$ cat config.mk
export PLATFORM = sky130hd
export DESIGN_NAME = p_encoder_drain
export DESIGN_NICKNAME = d
export VERILOG_FILES = /design/src/rtl/p_encoder_drain.sv
export SDC_FILE = /design/constraint.sdc
export NUM_CORES = 1
export LEC_CHECK = 0
export ABC_AREA = 1
export ABC_CLOCK_PERIOD_IN_PS = 2400
export BUFFER_PORTS_ARGS = -buffer_cell sky130_fd_sc_hd__buf_2
export CAP_MARGIN = 10
export CORE_MARGIN = 2
export CORE_UTILIZATION = 50
export CTS_CLUSTER_SIZE = 10
export DETAILED_ROUTE_END_ITERATION = 10
export GPL_TIMING_DRIVEN = 0
export PLACE_DENSITY = 0.81
export SYNTH_ARGS = -nofsm -noshare
export SYNTH_HDL_FRONTEND = slang
export SYNTH_SLANG_ARGS = --single-unit
$ cat constraint.sdc
create_clock -name clk -period 2.4 [get_ports clk]
set_input_delay 0.36 -clock clk [delete_from_list [all_inputs] [get_ports clk]]
set_output_delay 0.36 -clock clk [all_outputs]
set_load 0.03 [all_outputs]
$ cat src/rtl/p_encoder_drain.sv
// Sequential priority encoder: captures a request vector and drains it highest index first.
// Define P_ENC_MERGE_EN to let new requests merge into the pending set while it drains.
module p_encoder_drain #(
  parameter  int WIDTH = 8,
  localparam int IDX_W = (WIDTH > 1) ? $clog2(WIDTH) : 1
) (
  input  logic             clk,
  input  logic             rst_n,
  input  logic [WIDTH-1:0] req_in,
  input  logic             req_load,
  output logic             load_rdy,
  output logic [IDX_W-1:0] idx_out,
  output logic             idx_valid,
  input  logic             idx_ready,
  output logic             done,
  output logic [WIDTH-1:0] pend_out
);

  typedef enum logic {
    IDLE  = 1'b0,
    DRAIN = 1'b1
  } state_e;

  state_e           state_q, state_d;
  logic [WIDTH-1:0] pend_q, pend_d;
  logic             done_q, done_d;
  logic [IDX_W-1:0] msb_idx;
  logic [WIDTH-1:0] served;
  logic             xfer;

  // NOTE: async reset in the sensitivity list; every register here is small, so all get a reset value.
  always_ff @(posedge clk or negedge rst_n) begin
    if (!rst_n) begin
      state_q <= IDLE;
      pend_q  <= '0;
      done_q  <= 1'b0;
    end else begin
      state_q <= state_d;
      pend_q  <= pend_d;
      done_q  <= done_d;
    end
  end

  // Ascending scan, so the last set bit seen (the MSB) wins.
  always_comb begin
    msb_idx = '0;
    for (int i = 0; i < WIDTH; i++) begin
      if (pend_q[i]) msb_idx = IDX_W'(i);
    end
  end

  assign xfer   = (state_q == DRAIN) && idx_ready;
  assign served = xfer ? (WIDTH'(1) << msb_idx) : '0;

  // NOTE: defaults first so every path assigns every signal and no latch is inferred.
  always_comb begin
    state_d = state_q;
    pend_d  = pend_q;
    done_d  = 1'b0;
    case (state_q)
      IDLE: begin
        if (req_load && (req_in != '0)) begin
          pend_d  = req_in;
          state_d = DRAIN;
        end
      end
      DRAIN: begin
        pend_d = pend_q & ~served;
`ifdef P_ENC_MERGE_EN
        if (req_load) pend_d = pend_d | req_in;
`endif
        if (pend_d == '0) begin
          state_d = IDLE;
          done_d  = 1'b1;
        end
      end
      default: begin
        state_d = IDLE;
        pend_d  = '0;
      end
    endcase
  end

  always_comb begin
    idx_valid = (state_q == DRAIN);
    idx_out   = idx_valid ? msb_idx : '0;
`ifdef P_ENC_MERGE_EN
    load_rdy  = 1'b1;
`else
    load_rdy  = (state_q == IDLE);
`endif
    done      = done_q;
    pend_out  = pend_q;
  end

endmodule

==> flow_summary.rst, run 1 <==
.. list-table::
   :header-rows: 1

   * - Metric
     - Value
   * - Most frequently used flop master after synthesis
     - sky130_fd_sc_hd__dfrtp_1
   * - Final Critical Period
     - 1860 ps
   * - Post-route cell area
     - 863 sq um
   * - Post-placement cell count
     - 141
   * - Kind of launch point of the worst setup path
     - register
   * - Placement-stage cell area
     - 831 sq um
   * - Wire length of the first global-routing pass
     - 2700 microns
   * - Biggest area contributors in the synthesized netlist
     - sky130_fd_sc_hd__dfrtp_1, sky130_fd_sc_hd__nand2_1, sky130_fd_sc_hd__inv_1
   * - Max-slew violations
     - 0
   * - Effective utilization at floorplan
     - 0.535
   * - Clock slew seen by the registers of the worst setup and hold paths
     - 60 ps
   * - Net Switching
     - 0.754 mW
   * - Nature of the critical path endpoint
     - primary output
   * - Worst ir drop on vdd
     - 0.676 mV
   * - Cell type contributing the most total cell area after synthesis
     - sky130_fd_sc_hd__dfrtp_1
   * - Insertion delay of the later-clocked pin in the worst-skew pair
     - 260 ps
   * - Share of synthesized flip-flops with an asynchronous set or reset
     - 1.00
   * - WL per Instance
     - 11.8 microns
   * - Fraction of power consumed by sequential logic
     - 0.249
   * - Post-route clock skew
     - 5.07 ps
   * - IO Pins
     - 26
   * - Reported leakage power
     - 0.471 nW
   * - Multi-input gate area in the final layout
     - 384 sq um
   * - Net count reported at finish
     - 144
   * - # clock sinks
     - 10
   * - Sequential standard cell area
     - 250 sq um
   * - Final Hold Violating Endpoints
     - 0
   * - Most common library cells after synthesis
     - sky130_fd_sc_hd__nand2_1, sky130_fd_sc_hd__inv_1, sky130_fd_sc_hd__dfrtp_1
   * - Part of the total power dissipated in the clock network
     - 0.085
   * - Cell area after technology mapping
     - 687 sq um
   * - Clock root buffer master
     - sky130_fd_sc_hd__clkbuf_4
   * - Horizontal die dimension
     - 41.1 microns
   * - Avg Inst Size Synth
     - 6.80 sq um
   * - Fraction of final layout cells with drive strength greater than 1
     - 0.285
   * - Clock tree from TritonCTS
     - yes
   * - Register-to-register path setup slack
     - 930 ps
   * - Aggregate negative setup slack
     - 0 ps
   * - Via count of the first global-routing pass
     - 677
   * - Vias
     - 779
   * - Total gr overflow
     - 0
   * - Kind of critical path
     - reg2out
   * - Setup slack after placement
     - 844 ps
   * - Area growth from synthesis to layout
     - 25.7%
   * - Cell count after synthesis
     - 101
   * - Number of nets produced by synthesis
     - 113
   * - Post-synth top area share
     - 0.364
   * - Power density over the cells
     - 1530 nW/um^2
   * - TritonRoute pass-1 iters
     - 4
   * - Max-cap violation count
     - 0
   * - Maximum number of pins on one net before global-route repair
     - 11
   * - Die Footprint
     - 1690 sq um
   * - Post-CTS Repair Setup Buffers
     - 0
   * - Count of routing violations after the opening detailed-route iteration
     - 27
   * - # port buffers
     - 25
   * - Class of the tightest hold or removal check
     - in2reg
   * - Fill cell total of the finished layout
     - 115
   * - Final cell utilization of the core
     - 0.672
   * - Internal
     - 0.570 mW
   * - Register-to-Register Path Depth
     - 10
   * - Setup slack of the critical path after layout
     - 542 ps
   * - # setup viols final
     - 0
   * - Post-CTS Resized
     - 0
   * - Drt via density
     - 5.37
   * - Dominant cell by count in the synthesized netlist
     - sky130_fd_sc_hd__nand2_1
   * - Maximum clock path buffer count
     - 2
   * - Slew of the pin with the lowest slew margin
     - 452 ps
   * - Synthesis warning total
     - 0
   * - Detailed-route DRC error count
     - 0
   * - Depth of the CTS H-tree
     - 1
   * - Fraction of power consumed by combinational cells
     - 0.666
   * - Site row count
     - 13
   * - HPWL reported at the end of detailed placement
     - 1350 microns
   * - Reg-to-reg critical path startpoint
     - pend_out[6]
   * - Number of synthesized flops with an enable pin
     - 0
   * - Worst setup path startpoint
     - idx_valid
   * - Portion of the post-synthesis area used by sequential elements
     - 0.364
   * - Number of non-filler instances in the completed layout
     - 145
   * - Hold-fix buffers, CTS
     - 1
   * - Placeable Area
     - 1280 sq um
   * - Setup repair after global routing missed its margin
     - no
   * - Endpoint arrival time on the critical path
     - 1500 ps
   * - Slew Limit Headroom
     - 0.699
   * - Crit-path max FO
     - 10
   * - Critical Path Sink
     - load_rdy
   * - Sw Ratio
     - 0.570
   * - Fraction of the cycle the final worst path needs
     - 0.774
   * - Status
     - finished clean
   * - GP Congestion
     - 0.822
   * - Overall Global Routing Usage
     - 0.249
   * - Height of the chip
     - 41.1 microns
   * - Number of routed nets with antenna violations
     - 0
   * - Req. time, crit path
     - 2040 ps
   * - Clock buffers created by TritonCTS
     - 3
   * - Endpoint of the worst-slack reg-to-reg timing path
     - idx_valid
   * - DRT Wirelength
     - 1710 microns
   * - Number of distinct library cells after synthesis
     - 20
   * - Initial antenna violation count
     - 0
   * - Top achievable clock speed
     - 538 MHz
   * - Register bit count reported by yosys
     - 10
   * - Diode count
     - 0
worst max-delay path, stage by stage (launching register included):
cell and delay [ps]:
sky130_fd_sc_hd__dfrtp_1 430, sky130_fd_sc_hd__inv_1 140, sky130_fd_sc_hd__buf_1 390, sky130_fd_sc_hd__buf_2 280
per-layer routing:
metal | GRT usage | share of wire | vias to the layer above
li1 | - | - | 388
met1 | 0.299 | 0.43 | 352
met2 | 0.430 | 0.50 | 35
met3 | 0.0380 | 0.059 | 4
met4 | 0.108 | 0.011 | 0
met5 | 0 | 0 | -
layout by cell type (no fill, tap or decap), drive strengths merged:
cell         instances
o22ai                1
nor4                 2
nand3                5
clkbuf               3
a21o                 1
dfrtp               10
nand2               40
o211ai               6
buf                 26
inv                 13
nor2                11
a21oi                5
o21ai                3
nand4                3
dlygate4sd3          1
power groups by stage:
stage / combinational, mW / sequential [mW] / clock, mW
finish: 0.882 / 0.329 / 0.112
global route: 0.973 / 0.342 / 0.123
CTS: 0.883 / 0.328 / 0.113
detailed placement: 0.877 / 0.330 / 0
global placement: 0.864 / 0.333 / 0
floorplan: 0.522 / 0.469 / 0
how the worst min path moves through the flow:
| stage | from | to | slack, ps | cells after the start |
|---|---|---|---|---|
| 3_3_place_gp | rst_n | pend_out[0] | 230 | 1 |
| 3_5_place_dp | rst_n | pend_out[0] | 230 | 1 |
| 6_report | req_in[2] | pend_out[2] | 330 | 3 |
| 4_1_cts | req_in[2] | pend_out[2] | 330 | 3 |
| 2_1_floorplan | rst_n | done | 60 | 0 |
| 5_1_grt | req_in[2] | pend_out[2] | 340 | 3 |
flip-flops by register name, summed over array words and instances, names as in the netlist:
name	flops
done	1
idx_valid	1
pend_out	8
per-stage QoR:
step	power, mW	hold slack [ps]
floorplan	0.991	64.4
global placement	1.20	228
detailed placement	1.21	232
CTS	1.32	326
global route	1.44	343
finish	1.32	327
cells by family after synthesis:
kind of cell,after synthesis,share of synthesized area
buffers and inverters,14,0.0765
flip-flops,10,0.364
AO/OA/AOI/OAI,16,0.144
AND/OR/NAND/NOR,61,0.415
final cells by class:
| cell class | instances | area share |
|---|---|---|
| Buffer | 1 | 0.00435 |
| Clock buffer | 3 | 0.0261 |
| Inverter | 13 | 0.0565 |
| Multi-Input combinational cell | 77 | 0.445 |
| Sequential cell | 10 | 0.290 |
| Tap cell | 15 | 0.0217 |
| Timing Repair Buffer | 26 | 0.157 |
No activity file was read; power rests on OpenSTA's default activity.
==> inputs of run 2 (changes only) <==
- ABC_AREA: 1 -> 0
- ABC_CLOCK_PERIOD_IN_PS: 2400 -> 1600
- CORE_UTILIZATION: 50 -> 41
- PLACE_DENSITY: 0.81 -> 0.72
- clock period: 2.4 -> 1.6 ns (I/O delays scaled with it)
==> run 2 against run 1 <==
Critical path depth grew 1. Final cell count shrank 15%. Core utilization is essentially flat. Critical path type unchanged. Critical endpoint is now idx_out[0]. Largest cell class unchanged.
==> flow_summary.rst, run 2 <==
.. list-table::
   :header-rows: 1

   * - Metric
     - Value
   * - Synthesis warning total
     - 0
   * - Detailed-route DRC error count
     - 0
   * - # clock sinks
     - 10
   * - Share of synthesized flip-flops with an asynchronous set or reset
     - 1.00
   * - Setup slack of the critical path after layout
     - 44.1 ps
   * - Register-to-register path setup slack
     - 90 ps
   * - Endpoint of the worst-slack reg-to-reg timing path
     - idx_valid
   * - Delay of the slowest cell on the worst path
     - 470 ps
   * - Horizontal die dimension
     - 43.5 microns
   * - Number of routed nets with antenna violations
     - 0
   * - Reg-to-reg critical path startpoint
     - pend_out[7]
   * - Status
     - finished clean
   * - Site row count
     - 14
   * - Overall Global Routing Usage
     - 0.208
   * - Most frequently used flop master after synthesis
     - sky130_fd_sc_hd__dfrtp_1
   * - CP delay by family, top
     - flip-flops
   * - Die Footprint
     - 1890 sq um
   * - Simple-gate area share of the yosys netlist
     - 0.203
   * - Flip-flop count of the largest register after layout
     - 8
   * - Post-route clock skew
     - 5.24 ps
   * - Register-to-Register Path Depth
     - 4
   * - Drt via density
     - 5.80
   * - Clock root buffer master
     - sky130_fd_sc_hd__clkbuf_4
   * - Clock tree from TritonCTS
     - yes
   * - Number of non-filler instances in the completed layout
     - 123
   * - Total power after layout
     - 2.35 mW
   * - # setup viols final
     - 0
   * - Kind of launch point of the worst setup path
     - register
   * - Count of routing violations after the opening detailed-route iteration
     - 5
   * - Number of distinct library cells after synthesis
     - 31
   * - Power density over the cells
     - 2350 nW/um^2
   * - Clock slew seen by the registers of the worst setup and hold paths
     - 70 ps
   * - Number of synthesized flops with an enable pin
     - 0
   * - Synth Area in Compound Gates
     - 0.281
   * - Initial antenna violation count
     - 0
   * - Slew of the pin with the lowest slew margin
     - 374 ps
   * - DRT Wirelength
     - 1820 microns
   * - Portion of the post-synthesis area used by sequential elements
     - 0.391
   * - Fraction of final layout cells with drive strength greater than 1
     - 0.523
   * - TritonRoute pass-1 iters
     - 4
   * - Register bit count reported by yosys
     - 10
   * - Insertion delay of the later-clocked pin in the worst-skew pair
     - 280 ps
   * - Maximum number of pins on one net before global-route repair
     - 11
   * - Final Hold Violating Endpoints
     - 0
   * - Aggregate negative setup slack
     - 0 ps
   * - Total gr overflow
     - 0
   * - Diode count
     - 0
   * - Reported leakage power
     - 0.449 nW
   * - WL per Instance
     - 14.8 microns
   * - Most common cell after layout, fill and taps aside
     - sky130_fd_sc_hd__buf_2
   * - # port buffers
     - 25
   * - Via count of the first global-routing pass
     - 673
   * - Critical Path Sink
     - idx_out[0]
   * - Synthesized-area fraction occupied by adder cells
     - 0
   * - Worst-path cell chain
     - o21bai_1, a21oi_1, o21a_1, buf_6
   * - Kind of critical path
     - reg2out
   * - Fraction of synthesized cell area in xor and xnor cells
     - 0
   * - Final Critical Period
     - 1560 ps
   * - Cell count after synthesis
     - 71
   * - Nature of the critical path endpoint
     - primary output
   * - Post-synth top area share
     - 0.391
   * - Dominant cell by count in the synthesized netlist
     - sky130_fd_sc_hd__dfrtp_1
   * - Number of logic stages on the critical path including buffering
     - 4
   * - Height of the chip
     - 43.5 microns
   * - Cell area after technology mapping
     - 641 sq um
   * - Top achievable clock speed
     - 643 MHz
   * - Biggest area contributors in the synthesized netlist
     - sky130_fd_sc_hd__dfrtp_1, sky130_fd_sc_hd__mux2i_1, sky130_fd_sc_hd__nand2_1
   * - GP Congestion
     - 0.750
   * - Avg Inst Size Synth
     - 9.02 sq um
   * - Setup slack after placement
     - -126 ps
   * - Fraction of the cycle the final worst path needs
     - 0.972
   * - Worst ir drop on vdd
     - 1.34 mV
   * - Effective utilization at floorplan
     - 0.430
   * - Worst setup path startpoint
     - pend_out[3]
   * - Cell type contributing the most total cell area after synthesis
     - sky130_fd_sc_hd__dfrtp_1
   * - Endpoint arrival time on the critical path
     - 1320 ps
   * - Portion of netlist area occupied by mux cells
     - 0.0938
   * - Clock buffers created by TritonCTS
     - 3
   * - Maximum clock path buffer count
     - 2
   * - Setup repair after global routing missed its margin
     - yes
   * - Slew Limit Headroom
     - 0.750
   * - Crit-path max FO
     - 9
   * - Net count reported at finish
     - 120
   * - IO Pins
     - 26
   * - Commonest cells after routing, fill and taps aside
     - sky130_fd_sc_hd__buf_2, sky130_fd_sc_hd__buf_4, sky130_fd_sc_hd__nand2_1
   * - Req. time, crit path
     - 1360 ps
   * - Depth of the CTS H-tree
     - 1
   * - Placeable Area
     - 1490 sq um
   * - Area growth from synthesis to layout
     - 56.1%
   * - Post-placement cell count
     - 112
   * - Vias
     - 714
   * - Slowest CP cell
     - sky130_fd_sc_hd__dfrtp_2
   * - Combined buffer and inverter count along the critical path
     - 1
   * - Most common library cells after synthesis
     - sky130_fd_sc_hd__dfrtp_1, sky130_fd_sc_hd__nand2_1, sky130_fd_sc_hd__mux2i_1, sky130_fd_sc_hd__nor2_1, sky130_fd_sc_hd__a21oi_1
   * - HPWL reported at the end of detailed placement
     - 1270 microns
   * - Class of the tightest hold or removal check
     - in2reg
   * - Number of nets produced by synthesis
     - 83
   * - Max-cap violation count
     - 0
   * - Combinational family with the most area after synthesis
     - compound AO/OA/AOI/OAI gates
   * - Wire length of the first global-routing pass
     - 2950 microns
   * - Hold_ws
     - 251 ps
   * - Max-slew violations
     - 0
-- run 2: cell types whose count changed after synthesis, sizes merged, moves of 4 or more --
cell	delta
nor2	-5
o21ai	+4
mux2i	+6
inv	-12
o211ai	-4
nand2	-32
-- run 2: power by group --
group	total [mW]	internal, mW	switching [mW]
logic	1.53	0.660	0.874
registers	0.575	0.373	0.202
clock network	0.237	0.139	0.0981
-- run 2: worst min path at each step --
| stage | start | endpoint | cells after the start |
|---|---|---|---|
| 2_1_floorplan | rst_n | done | 0 |
| 3_3_place_gp | rst_n | pend_out[3] | 1 |
| 3_5_place_dp | rst_n | pend_out[4] | 1 |
| 4_1_cts | idx_ready | pend_out[7] | 2 |
| 5_1_grt | req_in[2] | pend_out[2] | 3 |
| 6_report | req_in[2] | pend_out[2] | 3 |
-- run 2: routing by layer --
metal  part of all wire  global-route usage
met5                  0                   0
met4              0.018              0.0667
met3              0.051              0.0708
met2               0.50               0.349
met1               0.43               0.249
-- run 2: cell type report --
class	instances	area, sq um
fill	119	489
buffer	1	13.8
multi-input combinational	56	454
inverter	2	12.5
sequential	10	259
timing repair buffer	34	204
tap	16	20.0
clock buffer	4	36.3
-- run 2: cell families (layout without fill, tap and decap cells) --
kind of cell           count (synthesis)  in the layout
and+or+nand+nor                       24             24
muxes                                  6              6
AOI/OAI and AO/OA                     26             26
DFF                                   10             10
buffers and inverters                  5             41
-- run 2: per-stage QoR --
stage / cell area (sq um) / util
final: 1000 / 0.671
after global routing: 1000 / 0.671
after CTS: 930 / 0.624
after detailed placement: 831 / 0.558
after global placement: 831 / 0.558
after floorplan: 686 / -
-- run 2: what timing repair did --
item                                    4_1_cts  5_1_grt
endpoints found under the setup margin        3        6
hold buffers                                  1        0
pin swaps                                     1        1
hold endpoints to repair                     10        0
setup buffers                                 4        4
gates resized for setup                      10       12
-- run 2: tightest hold or removal path: stages --
cell and delay (ps):
sky130_fd_sc_hd__buf_2 90, sky130_fd_sc_hd__nand3_1 70, sky130_fd_sc_hd__o21ai_0 80
